$ cat src/rtl/stall_ctrl.sv
// Pipeline stall/flush control: register-hazard stall plus a multiply/divide busy counter.
// Build option STALL_CTRL_PERF_EN adds a 32-bit StallCnt performance counter.
module stall_ctrl #(
  parameter int unsigned MULT_CYC = 5,
  parameter int unsigned DIV_CYC  = 10
) (
  input  logic        clk,
  input  logic        rst_n,
  input  logic [4:0]  RsD,
  input  logic [4:0]  RtD,
  input  logic [1:0]  TuseRsD,
  input  logic [1:0]  TuseRtD,
  input  logic [4:0]  WAE,
  input  logic [1:0]  TnewE,
  input  logic        RegWriteE,
  input  logic [4:0]  WAM,
  input  logic [1:0]  TnewM,
  input  logic        RegWriteM,
  input  logic        MDStartE,
  input  logic        MDIsDivE,
  input  logic        MDUseD,
`ifdef STALL_CTRL_PERF_EN
  output logic [31:0] StallCnt,
`endif
  output logic        StallF,
  output logic        StallD,
  output logic        FlushE,
  output logic        MDBusy,
  output logic [3:0]  MDCount
);

  localparam logic [3:0] LP_MULT_LOAD = 4'(MULT_CYC);
  localparam logic [3:0] LP_DIV_LOAD  = 4'(DIV_CYC);

  logic [3:0] r_md_count;
  logic       w_md_busy;
  logic       w_hazard_rs;
  logic       w_hazard_rt;
  logic       w_hazard_md;
  logic       w_stall;

  assign w_md_busy = (r_md_count != 4'd0);

  // A Tuse of 3 means the operand is never read, so it cannot hazard.
  always_comb begin
    w_hazard_rs = 1'b0;
    w_hazard_rt = 1'b0;
    if ((RsD != 5'd0) && (TuseRsD != 2'd3)) begin
      w_hazard_rs = (RegWriteE && (WAE == RsD) && (TnewE > TuseRsD)) ||
                    (RegWriteM && (WAM == RsD) && (TnewM > TuseRsD));
    end
    if ((RtD != 5'd0) && (TuseRtD != 2'd3)) begin
      w_hazard_rt = (RegWriteE && (WAE == RtD) && (TnewE > TuseRtD)) ||
                    (RegWriteM && (WAM == RtD) && (TnewM > TuseRtD));
    end
  end

  assign w_hazard_md = MDUseD && (MDStartE || w_md_busy);
  assign w_stall     = w_hazard_rs || w_hazard_rt || w_hazard_md;

  // A start while the unit is still counting is ignored.
  always_ff @(posedge clk or negedge rst_n) begin
    if (!rst_n) begin
      r_md_count <= 4'd0;
    end else if (MDStartE && !w_md_busy) begin
      r_md_count <= MDIsDivE ? LP_DIV_LOAD : LP_MULT_LOAD;
    end else if (w_md_busy) begin
      r_md_count <= r_md_count - 4'd1;
    end
  end

`ifdef STALL_CTRL_PERF_EN
  logic [31:0] r_stall_cnt;

  always_ff @(posedge clk or negedge rst_n) begin
    if (!rst_n) begin
      r_stall_cnt <= 32'd0;
    end else if (w_stall) begin
      r_stall_cnt <= r_stall_cnt + 32'd1;
    end
  end

  assign StallCnt = r_stall_cnt;
`endif

  assign StallF  = w_stall;
  assign StallD  = w_stall;
  assign FlushE  = w_stall;
  assign MDBusy  = w_md_busy;
  assign MDCount = r_md_count;

endmodule
$ cat config.mk
export PLATFORM = sky130hd
export DESIGN_NAME = stall_ctrl
export DESIGN_NICKNAME = d
export VERILOG_FILES = /design/src/rtl/stall_ctrl.sv
export SDC_FILE = /design/constraint.sdc
export NUM_CORES = 1
export LEC_CHECK = 0
export BUFFER_PORTS_ARGS = -buffer_cell sky130_fd_sc_hd__buf_2
export CORE_MARGIN = 2
export CORE_UTILIZATION = 45
export CTS_CLUSTER_SIZE = 8
export DETAILED_ROUTE_END_ITERATION = 10
export GPL_ROUTABILITY_DRIVEN = 0
export PLACE_DENSITY = 0.82
export SYNTH_ARGS = -nofsm -noshare
export SYNTH_HDL_FRONTEND = slang
export SYNTH_SLANG_ARGS = --single-unit
$ cat constraint.sdc
create_clock -name clk -period 2.1 [get_ports clk]
set_input_delay 0 -clock clk [delete_from_list [all_inputs] [get_ports clk]]
set_output_delay 0 -clock clk [all_outputs]
set_load 0.01 [all_outputs]
==> results.yml, run 1 <==
synth:
  ys_top_cells_by_count: "17 x xnor2_1, 11 x inv_1, 10 x ha_1"
  async_flop_share_pct: 100
  yosys_warnings: 0
  synth_area_leaders: "xnor2_1 21%, ha_1 18%, dfrtp_1 14%"
  syn_area_um2: 703
  synth.avg_cell_area_um2: 7.73
  synth_edf_count: 0
  synth_cell_types: 24
  yosysMostFrequentCell: "xnor2_1"
  synth_top_cell_area_share_pct: 21.2
  synth_cells: 91
  yosysSeqAreaShare_pct: 14.2
  yosys.area.top_type: "xnor2_1"
  synth-seq-cells: 4
  syn_nets: 136
  ys.flop_type: "dfrtp_1"
timing:
  rsz0062_at_grt: "false"
  post-route-period-util_pct: 80.5
  max_freq_mhz: 592
  period_needed_ps: 1690
  tightestPinTransition_ps: 262
  slew_headroom_pct: 82.4
  slew_viol_final: 0
  tns_ps: 0
  hold_viol_final: 0
  setup-violations-final: 0
  final.setup_skew_ps: 9.21
finish:
  largest_reg_flops: 4
  multi_input_area_um2: 543
  layout.area.seq_um2: 100
  nNetsFinal: 181
  fin_util_pct: 63.6
  diodes: 0
  drive_gt1_share_pct: 33.6
  syn_to_final_growth_pct: 34.7
  postLayoutCellArea_um2: 947
  instances_no_fill: 150
  num-fill-cells: 128
outcome:
  status: "finished clean"
global_route:
  busiest_layer: "met2"
  grt_pass1_vias: 741
  use_met1_pct: 23.0
  use_met3_pct: 2.50
  overflow: 0
  grt.total_usage_pct: 20.0
  antenna_found_initial: 0
  grt_max_degree: 7
  grt_util_met2_pct: 39.1
  grt_pass1_wl_um: 2930
critical_path:
  crit_fanout: 6
  crit_path_start_kind: "flip-flop"
  cp_common_cell: "inv_1"
  arrival_ps: 1690
  end_kind: "primary output"
  required_ps: 2100
  path_class: "reg -> out"
  cpMaxStageDelayCell: "dfrtp_1"
  worstPathCellList: "inv_1 -> ha_1 -> and2_1 -> inv_1 -> o21ai_0 -> nand3_1 -> buf_2"
  slowest_delay_ps: 420
power:
  report.power.total_mw: 0.636
  power.switching_mw: 0.277
  p_seq_share_pct: 26.6
  p_clk_share_pct: 15.0
  powerDensity_nw_per_um2: 672
  power_leakage_nw: 0.464
  p_int_mw: 0.360
  swShare_pct: 43.5
  ir_worst_vdd_mv: 0.630
  p_comb_share_pct: 58.4
placed_design:
  post_dp_cell_area_um2: 915
  dp_hpwl_um: 1560
  dp_cells: 146
  portBuffers: 42
die:
  die_w_um: 43.5
  boundaryPins: 43
  start_util_pct: 47.2
  fp.dieH_um: 43.5
  die-area_um2: 1890
  rows: 14
  coreArea_um2: 1490
clock_tree:
  cts_hold_buf: 1
  cts-root-buf: "clkbuf_4"
  cts_tree: "done"
  worst_skew_pair.late_latency_ps: 240
  clk_pin_slew_ps: 40
  ctsResizeCount: 0
  clockBufferDepth: 2
  htree_levels: 1
  cts_buffers: 3
  cts_sinks: 4
  post_cts_buffers: 0
routing:
  viasPerCell: 5.13
  drcViolationCount: 0
  drt-wirelength-per-cell_um: 11.5
  ant_nets: 0
  drt_iter0_markers: 7
  vias: 769
  first_pass_iters: 4
  drt-total-wl_um: 1730
hold_path:
  hold_class: "in -> async"
run:
  max-cap-violations: 0
-- worst paths after layout --
path | start | end | cells past startpoint | slack [ps]
setup / recovery | MDCount[0] | StallD | 7 | 410
hold / removal | rst_n | MDCount[3] | 2 | 100
setup reg to reg | MDCount[0] | MDCount[3] | 5 | 780
hold reg to reg | MDCount[3] | MDCount[3] | 1 | 540
max in group asynchronous | rst_n | MDCount[1] | 2 | 1860
min in group clk | MDIsDivE | MDCount[2] | 3 | 130
-- power by group through the flow --
stage | sequential [mW] | combinational [mW] | clock, mW
6_report | 0.169 | 0.372 | 0.0956
5_1_grt | 0.177 | 0.422 | 0.104
2_1_floorplan | 0.181 | 0.216 | 0
3_5_place_dp | 0.171 | 0.371 | 0
3_3_place_gp | 0.164 | 0.359 | 0
4_1_cts | 0.167 | 0.376 | 0.0974
-- placed cells by master, fill, tap and decap left out, drive strengths merged --
cell         netlist  layout
o211ai             1       1
o21a               1       1
or4                1       1
nand3b             1       1
ha                10      10
o31ai              2       2
nor4               4       4
o21ai              4       4
mux2i              1       1
dlygate4sd3        0       1
nor3               2       2
nor2               2       2
xnor2             17      17
a22oi              1       1
nand2              6       6
nand3              9       9
a31oi              1       1
inv               11      11
a21oi              4       4
xor2               4       4
buf                2      42
dfrtp              4       4
clkbuf             1       3
o221ai             1       1
and2               1       1
-- per-layer routing --
layer  share of wire (%)  vias to the layer above
met5                   0                        -
met4                   0                        0
met3                 4.3                        0
met2                  53                       22
met1                  43                      343
li1                    -                      404
-- area by class of cell --
| cell class | instances | share of cell area (%) |
|---|---|---|
| Clock buffer | 3 | 2.38 |
| Sequential cell | 4 | 10.6 |
| Inverter | 11 | 4.36 |
| Tap cell | 16 | 2.11 |
| Timing Repair Buffer | 43 | 23.2 |
| Multi-Input combinational cell | 73 | 57.3 |
-- cells by family (layout without fill, tap and decap cells) --
kind of cell	Yosys count	after routing	synth area share, %
AOI/OAI and AO/OA	15	15	13.2
xor gates and xnor gates	21	21	26.2
adders and majority gates	10	10	17.8
buffers and inverters	14	57	8.54
DFF	4	4	14.2
muxes	1	1	1.42
and+or+nand+nor	26	26	18.7
-- metrics by stage --
stage	hold WS, ps	setup WS [ps]
after global placement	-196	741
after floorplan	-296	491
after global routing	120	265
after detailed placement	-186	644
final	100	410
after CTS	97.8	395
-- critical path: cells and delay by family (launching register included) --
| kind | cells | cell delay, ps |
|---|---|---|
| buffers and inverters | 3 | 330 |
| DFF | 1 | 420 |
| AOI/OAI and AO/OA | 1 | 140 |
| adders and majority gates | 1 | 190 |
| and+or+nand+nor | 2 | 360 |
Power figures use the tool's default switching activity.
==> inputs of run 2 (changes only) <==
- CORE_UTILIZATION: 45 -> 42
- PLACE_DENSITY: 0.82 -> 0.77
- clock period: 2.1 -> 1.7 ns (I/O delays scaled with it)
==> run 2 against run 1 <==
Compared with the run above: worst hold slack got worse by 34 ps; total power up 24%; die area is 6.5% higher; sequential power rose by 27%; non-clock buffer count did not move; combinational power increased by 23%.
==> results.yml, run 2 (synthesis gave the netlist of run 1 again) <==
timing:
  post-route-period-util_pct: 91.3
  tns_ps: 0
  tightestPinTransition_ps: 238
  slew_headroom_pct: 84.0
  slew_viol_final: 0
  hold_ws_ps: 66.5
  period_needed_ps: 1550
  rsz0062_at_grt: "false"
  max_freq_mhz: 644
  hold_viol_final: 0
  final.setup_skew_ps: 9.21
  setup-violations-final: 0
critical_path:
  reg2reg_to: "MDCount[3]"
  required_ps: 1700
  crit_path_start_kind: "flip-flop"
  worstPathCellList: "inv_1 -> ha_1 -> and2_4 -> inv_1 -> o21ai_1 -> nand3_1 -> buf_2"
  cp_top_family: "flip-flops"
  rr_worst_depth: 5
  r2r-start: "MDCount[0]"
  slowest_delay_ps: 420
  critPathCapture: "FlushE"
  critPathLaunch: "MDCount[0]"
  cpMaxStageDelayCell: "dfrtp_2"
  end_kind: "primary output"
  cp.depth: 7
  cp_common_cell: "inv_1"
  path_class: "reg -> out"
  crit_fanout: 6
  arrival_ps: 1550
  r2r_setup_slack_ps: 490
  crit_buf_inv: 3
finish:
  mostFrequentLayoutCells: "42 x buf_2, 17 x xnor2_1, 10 x inv_1, 10 x ha_1, 9 x nand3_1"
  fin_util_pct: 61.7
  syn_to_final_growth_pct: 35.2
  postLayoutCellArea_um2: 951
  drive_gt1_share_pct: 35.8
  diodes: 0
  nNetsFinal: 181
  final_common_cell: "buf_2"
  largest_reg_flops: 4
die:
  boundaryPins: 43
  start_util_pct: 45.6
  coreArea_um2: 1540
  die-area_um2: 2020
  fp.dieH_um: 44.9
  die_w_um: 44.9
  rows: 14
power:
  power_leakage_nw: 0.464
  powerDensity_nw_per_um2: 831
  report.power.total_mw: 0.790
  ir_worst_vdd_mv: 1.03
clock_tree:
  clockBufferDepth: 2
  cts_sinks: 4
  clk_pin_slew_ps: 40
  htree_levels: 1
  worst_skew_pair.late_latency_ps: 240
  cts-root-buf: "clkbuf_4"
  cts_tree: "done"
  post_cts_buffers: 0
  cts_buffers: 3
routing:
  drt_iter0_markers: 9
  viasPerCell: 4.97
  ant_nets: 0
  drt-wirelength-per-cell_um: 11.4
  drt-total-wl_um: 1700
  drcViolationCount: 0
  vias: 745
  first_pass_iters: 4
global_route:
  grt.total_usage_pct: 18.6
  overflow: 0
  grt_max_degree: 7
  grt_pass1_vias: 754
  grt_pass1_wl_um: 2860
  antenna_found_initial: 0
placed_design:
  post_dp_cell_area_um2: 915
  portBuffers: 42
  dp_hpwl_um: 1500
outcome:
  status: "finished clean"
run:
  max-cap-violations: 0
hold_path:
  hold_class: "in -> reg"
  whs_path_depth: 3
[run 2: changes by cell type in the layout (fill, tap and decap cells not counted)]
cell	change
dfrtp_1	-1
inv_2	+1
and2_4	+1
o21ai_0	-1
inv_1	-1
and2_1	-1
dfrtp_2	+1
o21ai_1	+1
[run 2: area by class of cell]
cell class	instances	area (um2)
fillers	151	591
multi-input cells	73	546
repair buffers	43	220
flip-flops and latches	4	101
inverters	11	41.3
clock buffers	3	22.5
well taps	16	20.0
[run 2: how the worst min path moves through the flow]
stage,start,to,slack (ps)
global route,MDIsDivE,MDCount[2],80
detailed placement,rst_n,MDCount[2],-190
finish,MDIsDivE,MDCount[2],70
floorplan,rst_n,MDCount[0],-300
global placement,rst_n,MDCount[3],-190
CTS,MDIsDivE,MDCount[2],70
[run 2: per-stage QoR]
step                      cells  worst slack, ps
after floorplan              91             91.1
after global placement      146              333
after detailed placement    146              262
after CTS                   150             11.5
after global routing        150             36.3
final                       150              147
[run 2: power by group]
group          total, mW  switching (mW)  leakage [nW]  internal [mW]
combinational      0.457           0.233         0.403          0.224
sequential         0.215          0.0641        0.0466          0.151
clock              0.118          0.0391        0.0138         0.0789
[run 2: worst register-to-register path: stages, from the launching register on]
cell and delay, ps:
dfrtp_2 390, inv_1 70, ha_1 220, nor3_1 190, a31oi_1 70, o31ai_1 190
[run 2: repair_timing]
action | CTS | global route
endpoints found under the hold margin | 4 | 0
hold buffers | 1 | 0
resized for setup | 0 | 5
setup endpoints to repair | 0 | 3
[run 2: metal layers]
| metal | global-route usage [%] | share of wire, % |
|---|---|---|
| met1 | 19.8 | 42 |
| met2 | 37.7 | 54 |
| met3 | 5.20 | 4.3 |
| met4 | 0.588 | 0 |
| met5 | 0 | 0 |
==> inputs of run 3 (changes only) <==
- CORE_UTILIZATION: 42 -> 44
- CTS_BUF_LIST: not set -> sky130_fd_sc_hd__clkbuf_2 sky130_fd_sc_hd__clkbuf_4 sky130_fd_sc_hd__clkbuf_8
- PLACE_DENSITY: 0.77 -> 0.81
==> run 3 against run 2 <==
Compared with the run above: register-to-register slack got worse by 70 ps; first-iteration DRC count rose by 33%; clock-buffer cell count stayed put; sequential share of layout area decreased by 0.12 points; wire length down 0.35%; critical path depth is the same; design area fell by 0.13%; largest power group unchanged; highest routed layer unchanged.
==> results.yml, run 3 (synthesis gave the netlist of run 1 again) <==
placed_design:
  post_dp_cell_area_um2: 915
  portBuffers: 42
  dp_hpwl_um: 1490
critical_path:
  path_class: "reg -> out"
  required_ps: 1700
  crit_fanout: 6
  crit_path_start_kind: "flip-flop"
  cp_top_family: "flip-flops"
  cpMaxStageDelayCell: "dfrtp_1"
  end_kind: "primary output"
  worstPathCellList: "inv_1 -> ha_1 -> and2_4 -> inv_1 -> o21ai_1 -> nand3_1 -> buf_2"
  cp_common_cell: "inv_1"
  arrival_ps: 1570
  crit_buf_inv: 3
  slowest_delay_ps: 420
die:
  coreArea_um2: 1510
  die_w_um: 44.0
  fp.dieH_um: 44.0
  die-area_um2: 1930
  rows: 14
  boundaryPins: 43
  start_util_pct: 46.7
outcome:
  status: "finished clean"
finish:
  diodes: 0
  fin_util_pct: 63.0
  postLayoutCellArea_um2: 950
  largest_reg_flops: 4
  num-fill-cells: 139
  final_common_cell: "buf_2"
  nNetsFinal: 181
  drive_gt1_share_pct: 34.3
  syn_to_final_growth_pct: 35.1
  mostFrequentLayoutCells: "42 x buf_2, 17 x xnor2_1, 11 x inv_1"
global_route:
  grt_max_degree: 7
  overflow: 0
  grt.total_usage_pct: 18.5
  grt_pass1_vias: 694
  antenna_found_initial: 0
  grt_pass1_wl_um: 2750
power:
  p_int_mw: 0.450
  powerDensity_nw_per_um2: 827
  p_clk_share_pct: 14.9
  ir_worst_vdd_mv: 0.986
  swShare_pct: 42.7
  power.switching_mw: 0.335
  p_comb_share_pct: 57.9
  report.power.total_mw: 0.785
  power_leakage_nw: 0.466
  p_seq_share_pct: 27.1
routing:
  drcViolationCount: 0
  viasPerCell: 5.09
  ant_nets: 0
  drt-total-wl_um: 1700
  first_pass_iters: 4
  vias: 763
  drt-wirelength-per-cell_um: 11.3
  drt_iter0_markers: 12
timing:
  slew_viol_final: 0
  max_freq_mhz: 637
  rsz0062_at_grt: "false"
  slew_headroom_pct: 82.5
  tightestPinTransition_ps: 260
  hold_viol_final: 0
  post-route-period-util_pct: 92.4
  period_needed_ps: 1570
  tns_ps: 0
  final.setup_skew_ps: 5.78
  setup-violations-final: 0
clock_tree:
  cts_tree: "done"
  cts-root-buf: "clkbuf_4"
  worst_skew_pair.late_latency_ps: 240
  cts_sinks: 4
  clk_pin_slew_ps: 40
  cts_buffers: 3
  post_cts_buffers: 0
  clockBufferDepth: 2
  htree_levels: 1
run:
  max-cap-violations: 0
hold_path:
  hold_class: "in -> reg"
-- run 3: cell counts in the layout (fill, tap and decap cells not counted) --
No cell type changed its count.
-- run 3: power groups by stage --
stage	Sequential (mW)	Combinational, mW	Clock (mW)
after floorplan	0.224	0.267	0
after global placement	0.205	0.438	0
after detailed placement	0.210	0.443	0
after CTS	0.209	0.450	0.119
after global routing	0.220	0.514	0.131
final	0.213	0.455	0.117
-- run 3: layout make-up --
type / instances / area [um2] / area share (%)
clock buffers: 3 / 22.5 / 2.37
inverters: 11 / 41.3 / 4.35
multi-input cells: 73 / 546 / 57.4
flip-flops and latches: 4 / 100 / 10.5
well taps: 16 / 20.0 / 2.11
repair buffers: 43 / 220 / 23.2
-- run 3: path summary, 6_finish.rpt --
kind	from	endpoint	slack, ps	cells past startpoint
min	MDIsDivE	MDCount[2]	70	3
min in group asynchronous	rst_n	MDCount[3]	130	2
max	MDCount[0]	FlushE	130	7
max reg2reg	MDCount[0]	MDCount[3]	420	5
min reg2reg	MDCount[3]	MDCount[3]	540	1
max in group asynchronous	rst_n	MDCount[1]	1450	2
-- run 3: worst register-to-register path: stages, from the launching register on --
cell	delay, ps
dfrtp_1	410
inv_1	80
ha_1	230
nor3_1	190
a31oi_1	60
o31ai_1	210
-- run 3: metal layers --
layer  part of all wire [%]  vias up  wire [um]  global-route usage (%)
met4                      0        0          0                    1.82
met1                     40      339        684                    22.1
met5                      0        -          0                       0
met2                     54       20        912                    34.1
met3                    5.9        0        100                    4.58
li1                       -      404          -                       -
-- run 3: repair_timing --
item,CTS,global route
endpoints found under the setup margin,3,3
hold endpoints to repair,4,0
hold buffers,1,0
resized for setup,1,2
-- run 3: per-stage QoR --
| stage | cells | setup WS, ps | hold WS [ps] |
|---|---|---|---|
| 3_3_place_gp | 146 | 335 | -191 |
| 5_1_grt | 150 | 18.3 | 103 |
| 4_1_cts | 150 | 47.7 | 68.1 |
| 2_1_floorplan | 91 | 91.1 | -296 |
| 6_report | 150 | 130 | 68.5 |
| 3_5_place_dp | 146 | 244 | -190 |
